**src/rtl/gcd_pkg.sv**
```systemverilog
// Shared definitions for the GCD unit and its result buffer.
package gcd_pkg;

  // Operand and result width used throughout the GCD block.
  localparam int GCD_WL = 8;

  typedef logic [GCD_WL-1:0] gcd_word_t;

endpackage : gcd_pkg

```
**src/rtl/gcd_fifo_mem.sv**
```systemverilog
// Storage array for the GCD result FIFO: one synchronous write port and
// one asynchronous read port. The contents are deliberately not reset.
module gcd_fifo_mem #(
  parameter int WL    = 8,
  parameter int DEPTH = 4,
  localparam int AW   = $clog2(DEPTH)
) (
  input  logic          clk,
  input  logic          we,
  input  logic [AW-1:0] waddr,
  input  logic [WL-1:0] wdata,
  input  logic [AW-1:0] raddr,
  output logic [WL-1:0] rdata
);

  logic [WL-1:0] mem_q [DEPTH];

  // Write the addressed entry when enabled.
  always_ff @(posedge clk) begin
    if (we) begin
      mem_q[waddr] <= wdata;
    end
  end

  assign rdata = mem_q[raddr];

endmodule : gcd_fifo_mem

```
**src/rtl/gcd_res_fifo.sv**
```systemverilog
// Result buffer downstream of the GCD unit. Captures each result on the
// in_val/in_rdy handshake and presents it on out_val/out_rdy, with an
// occupancy count and a high-water mark for bring-up and debug.
// There is no bypass path: every output comes from register state.
module gcd_res_fifo
  import gcd_pkg::*;
#(
  parameter int WL    = GCD_WL,
  parameter int DEPTH = 4,
  localparam int CW   = $clog2(DEPTH) + 1
) (
  input  logic          clk,
  input  logic          rst,
  input  logic [WL-1:0] in_data,
  input  logic          in_val,
  output logic          in_rdy,
  output logic [WL-1:0] out_data,
  output logic          out_val,
  input  logic          out_rdy,
  output logic [CW-1:0] count,
  output logic [CW-1:0] max_count
);

  localparam int AW = CW - 1;

  // Pointers carry one extra wrap bit above the index bits.
  logic [CW-1:0] wr_ptr_q, wr_ptr_d;
  logic [CW-1:0] rd_ptr_q, rd_ptr_d;
  logic [CW-1:0] max_q, max_d;
  logic [CW-1:0] count_next_s;
  logic          full_s, empty_s;
  logic          enq_s, deq_s;
  logic [WL-1:0] rdata_s;

  assign empty_s = (wr_ptr_q == rd_ptr_q);
  assign full_s  = (wr_ptr_q[AW-1:0] == rd_ptr_q[AW-1:0]) &&
                   (wr_ptr_q[AW] != rd_ptr_q[AW]);

  // in_rdy is a function of registered state only, so a dequeue while full
  // cannot free space for an enqueue in the same cycle.
  assign enq_s = in_val && !full_s && !rst;
  assign deq_s = out_rdy && !empty_s && !rst;

  gcd_fifo_mem #(
    .WL    (WL),
    .DEPTH (DEPTH)
  ) u_mem (
    .clk   (clk),
    .we    (enq_s),
    .waddr (wr_ptr_q[AW-1:0]),
    .wdata (in_data),
    .raddr (rd_ptr_q[AW-1:0]),
    .rdata (rdata_s)
  );

  // Next-state pointers and high-water mark.
  always_comb begin
    wr_ptr_d     = wr_ptr_q;
    rd_ptr_d     = rd_ptr_q;
    max_d        = max_q;
    if (enq_s) begin
      wr_ptr_d = wr_ptr_q + {{(CW-1){1'b0}}, 1'b1};
    end else begin
      wr_ptr_d = wr_ptr_q;
    end
    if (deq_s) begin
      rd_ptr_d = rd_ptr_q + {{(CW-1){1'b0}}, 1'b1};
    end else begin
      rd_ptr_d = rd_ptr_q;
    end
    count_next_s = wr_ptr_d - rd_ptr_d;
    // Occupancy never exceeds DEPTH, so the mark saturates there naturally.
    if (count_next_s > max_q) begin
      max_d = count_next_s;
    end else begin
      max_d = max_q;
    end
  end

  // Pointer and high-water registers with synchronous reset.
  always_ff @(posedge clk) begin
    if (rst) begin
      wr_ptr_q <= {CW{1'b0}};
      rd_ptr_q <= {CW{1'b0}};
      max_q    <= {CW{1'b0}};
    end else begin
      wr_ptr_q <= wr_ptr_d;
      rd_ptr_q <= rd_ptr_d;
      max_q    <= max_d;
    end
  end

  assign in_rdy    = !full_s;
  assign out_val   = !empty_s;
  assign out_data  = empty_s ? {WL{1'b0}} : rdata_s;
  assign count     = wr_ptr_q - rd_ptr_q;
  assign max_count = max_q;

endmodule : gcd_res_fifo
```
**config.mk**
```make
export PLATFORM = sky130hd
export DESIGN_NAME = gcd_res_fifo
export DESIGN_NICKNAME = d
export VERILOG_FILES = /design/src/rtl/gcd_pkg.sv /design/src/rtl/gcd_fifo_mem.sv /design/src/rtl/gcd_res_fifo.sv
export SDC_FILE = /design/constraint.sdc
export NUM_CORES = 1
export LEC_CHECK = 0
export CAP_MARGIN = 20
export CORE_MARGIN = 4
export CORE_UTILIZATION = 50
export DETAILED_ROUTE_END_ITERATION = 16
export HOLD_SLACK_MARGIN = 0.1
export PLACE_DENSITY_LB_ADDON = 0.2
export SYNTH_ARGS = -nofsm -noshare
export SYNTH_HDL_FRONTEND = slang
export SYNTH_SLANG_ARGS = --single-unit
```
**constraint.sdc**
```tcl
create_clock -name clk -period 8.45 [get_ports clk]
set_input_delay 1.69 -clock clk [delete_from_list [all_inputs] [get_ports clk]]
set_output_delay 1.69 -clock clk [all_outputs]
set_load 0.02 [all_outputs]
```
==> results.md <==
- Share of cells above drive strength 1: 0.130
- Worst setup margin: between 3 and 4 ns
- DRT met1 WL: 1470 µm
- Dpl ws: roughly 2.8 ns
- Post-synthesis mux area share: 0.104
- Antenna fix cells: 0
- Synthesized flop and latch total: approximately 40
- Final HPWL DP: 2500 µm
- PwrDens: ~220 mW/mm²
- Placed insts: 201
- Main synth FF type: edfxtp_1
- Antenna-violating nets left: 0
- Post-Synth Adder-Cell Area: 0.0914
- H-Tree Depth: 2
- Startpoint types: primary input
- WP data arrival: 5.52 ns
- WL met2: around 1800 µm
- Number of buffers created by CTS: 5
- Post-synthesis simple-gate area fraction: 0.108
- Row count: 22
- # IOs: 28
- Total congestion overflow: 0
- Leak: between 0.0008 and 0.0009 µW
- Synthesized cell area: between 0.0015 and 0.002 mm²
- Kind of critical path: primary input to flip-flop
- Seq/Total Area, Yosys: 0.587
- Complex-gate fraction of the synthesized area: 0.0444
- Routed WL per cell: around 16 µm
- Placeable Area: around 0.0037 mm²
- Die width: roughly 70 µm
- # resized after CTS: 0
- Clock Path Buffers: 2
- Netlist cell types: 34
- Synth Instances: 130
- PortBufs: 27
- Initial antenna violation count: 0
- Top cells by count, synth: edfxtp_1 (32), and2_1 (14), ha_1 (11), inv_1 (11), dfxtp_1 (9)
- Clk slew on worst S/H paths: 0.07 ns
- Hold_sp: max_count[0]
- Peak Freq: 188 MHz
- Post-CTS Hold Fix Bufs: 0
- Yosys warns: 0
- Clock Skew: roughly 0.0091 ns
- Reg-to-reg setup timing slack: between 3 and 4 ns
- DRC viols: 0
- RR Endpoint: max_count[0]
- Top post-synthesis cells by area: edfxtp_1 (49%), dfxtp_1 (9.3%), mux4_2 (9.3%), ha_1 (7.1%), and2_1 (4.5%)
- Total routed wirelength: approximately 3400 µm
- Final setup violation count: 0
- Drt pass-1 iters: 4
- Max Used Layer: met4
- Number of synthesized flops with an enable pin: 32
- Initial Util: 0.523
- Area leader, netlist: edfxtp_1
- RSZ-0062 raised after global routing: no
- Wire length on met3: ~120 µm
- Largest net degree at the start of global routing: 15
- Final hold vios: 0
- CTS Sinks: about 40
- Total Routing Usage GR: 0.157
- Setup TNS: 0 ns
- Latest clock arrival within the worst-skew pair: 0.30 ns
- Crit path max fanout: 10
- Final worst path period share: 0.629
- Die height: roughly 70 µm
- Hold slack: 0.534 ns
- Full die area: slightly below 0.005 mm²
- GPL Wtd Cong: 0.833
- First-pass GRT wire length: a little under 6000 µm
- Drt via density: 5.33
- Clk root buf: clkbuf_8
- CTS tree: done
- Min-delay worst type: flip-flop to flip-flop
- VDD IR-drop max: between 100 and 150 µV
- Status: completed
- Vias after detailed routing: ~1100
- Syn Area/Cell: about 15 µm²
- Power consumption: 531 µW
- Most common cell in the synthesized netlist: edfxtp_1
- Slew Limit Headroom: 0.534
- Slew Viols, Final: 0
- Synth Net Count: 155
- Share of the synthesized area in the top cell type: 0.495
- Critical Path RT: slightly below 9 ns
- Post-CTS Setup Bufs: 0
- Max-Cap Viols: 0
- DR iter-0 viols: 48
- Ys async rst share: 0
- RR Startpoint: rd_ptr_q[1]
- Fin crit period: 5.31 ns
- Layout area overhead: 22.9%
- Reg2reg path depth: 15
- Crit. End Element: flip-flop
- Xor and xnor fraction of the mapped netlist area: 0.0316
- Vias in the first global route: 1201
- Worst Hold Path EP: max_count[0]
- Largest family of logic cells by synthesized area: simple AND/OR/NAND/NOR gates
- Hold Path Depth: 2
- Actual slew at the worst max-slew pin: between 0.6 and 0.7 ns
- Nets: around 190
- Fin cells: ~210
==> flip-flops by register name, summed over array words and instances (netlist names) <==
register,cells
max_count,3
rd_ptr_q,3
u_mem.mem_q,32
wr_ptr_q,3
==> area by class of cell <==
class | instances | area (µm²)
Fill cell | 302 | 1330
Sequential cell | 41 | 1140
Multi-Input combinational cell | 74 | 737
Timing Repair Buffer | 27 | 270
Clock buffer | 5 | 68.8
Clock inverter | 3 | 68.8
Tap cell | 48 | 60.1
Inverter | 11 | 41.3
==> routing by layer <==
layer	track usage	vias up
met5	0	-
met3	0.0475	6
li1	-	536
met4	0.0574	0
met1	0.190	550
met2	0.262	23
==> power by group <==
part / internal (µW) / switching, µW / leakage, µW / total, µW
clock network: 119 / 70.6 / 0.0000687 / 189
logic: 51.6 / 56.7 / 0.000457 / 108
registers: 226 / 6.97 / 0.000364 / 233
==> worst max-delay path, stage by stage <==
cell and delay [ns]:
clkdlybuf4s50_1 0.68, inv_1 0.15, and3_1 0.26, xnor2_1 0.17
ha_1 0.23, fa_1 0.42, or4_4 0.54, o211ai_2 0.09
xnor2_1 0.17, inv_1 0.07, ha_1 0.30, o21ai_1 0.07
a32oi_1 0.41, nor2_1 0.09, a211oi_1 0.20
==> worst max-delay path by stage <==
stage	slack, ns	from	depth (start not counted)	endpoint
CTS	3.11	rst	15	max_count[0]
finish	3.14	rst	15	max_count[0]
global placement	2.93	rst	15	max_count[0]
floorplan	3.63	rst	16	max_count[2]
global route	2.81	rst	15	max_count[1]
detailed placement	2.82	rst	15	max_count[0]
==> per-stage QoR <==
| stage | area [µm²] | utilization |
|---|---|---|
| 6_report | 2390 | 0.642 |
| 5_1_grt | 2390 | 0.642 |
| 4_1_cts | 2390 | 0.642 |
| 3_5_place_dp | 2250 | 0.605 |
| 3_3_place_gp | 2250 | 0.605 |
| 2_1_floorplan | 1940 | - |
==> kinds of logic after synthesis <==
logic type      Yosys count
buf+inv                  15
xor+xnor                  7
simple gates             33
mux                      10
fa+ha+maj                13
flops                    41
compound gates           11
==> cells in the final DEF (no fill, tap or decap), types with 2 or more instances in the layout <==
cell | synthesis | final
mux4_2 | 8 | 8
and2_1 | 14 | 14
ha_1 | 11 | 11
a21oi_1 | 2 | 2
xor2_1 | 2 | 2
and3b_1 | 2 | 2
xnor2_1 | 5 | 5
clkbuf_8 | 0 | 5
clkdlybuf4s50_1 | 0 | 27
dfxtp_1 | 9 | 9
nor2_1 | 7 | 7
nand3_1 | 2 | 2
inv_1 | 11 | 11
bufinv_16 | 0 | 2
a211oi_1 | 2 | 2
fa_1 | 2 | 2
edfxtp_1 | 32 | 32
Note: power is estimated with default switching activity, not from simulation.
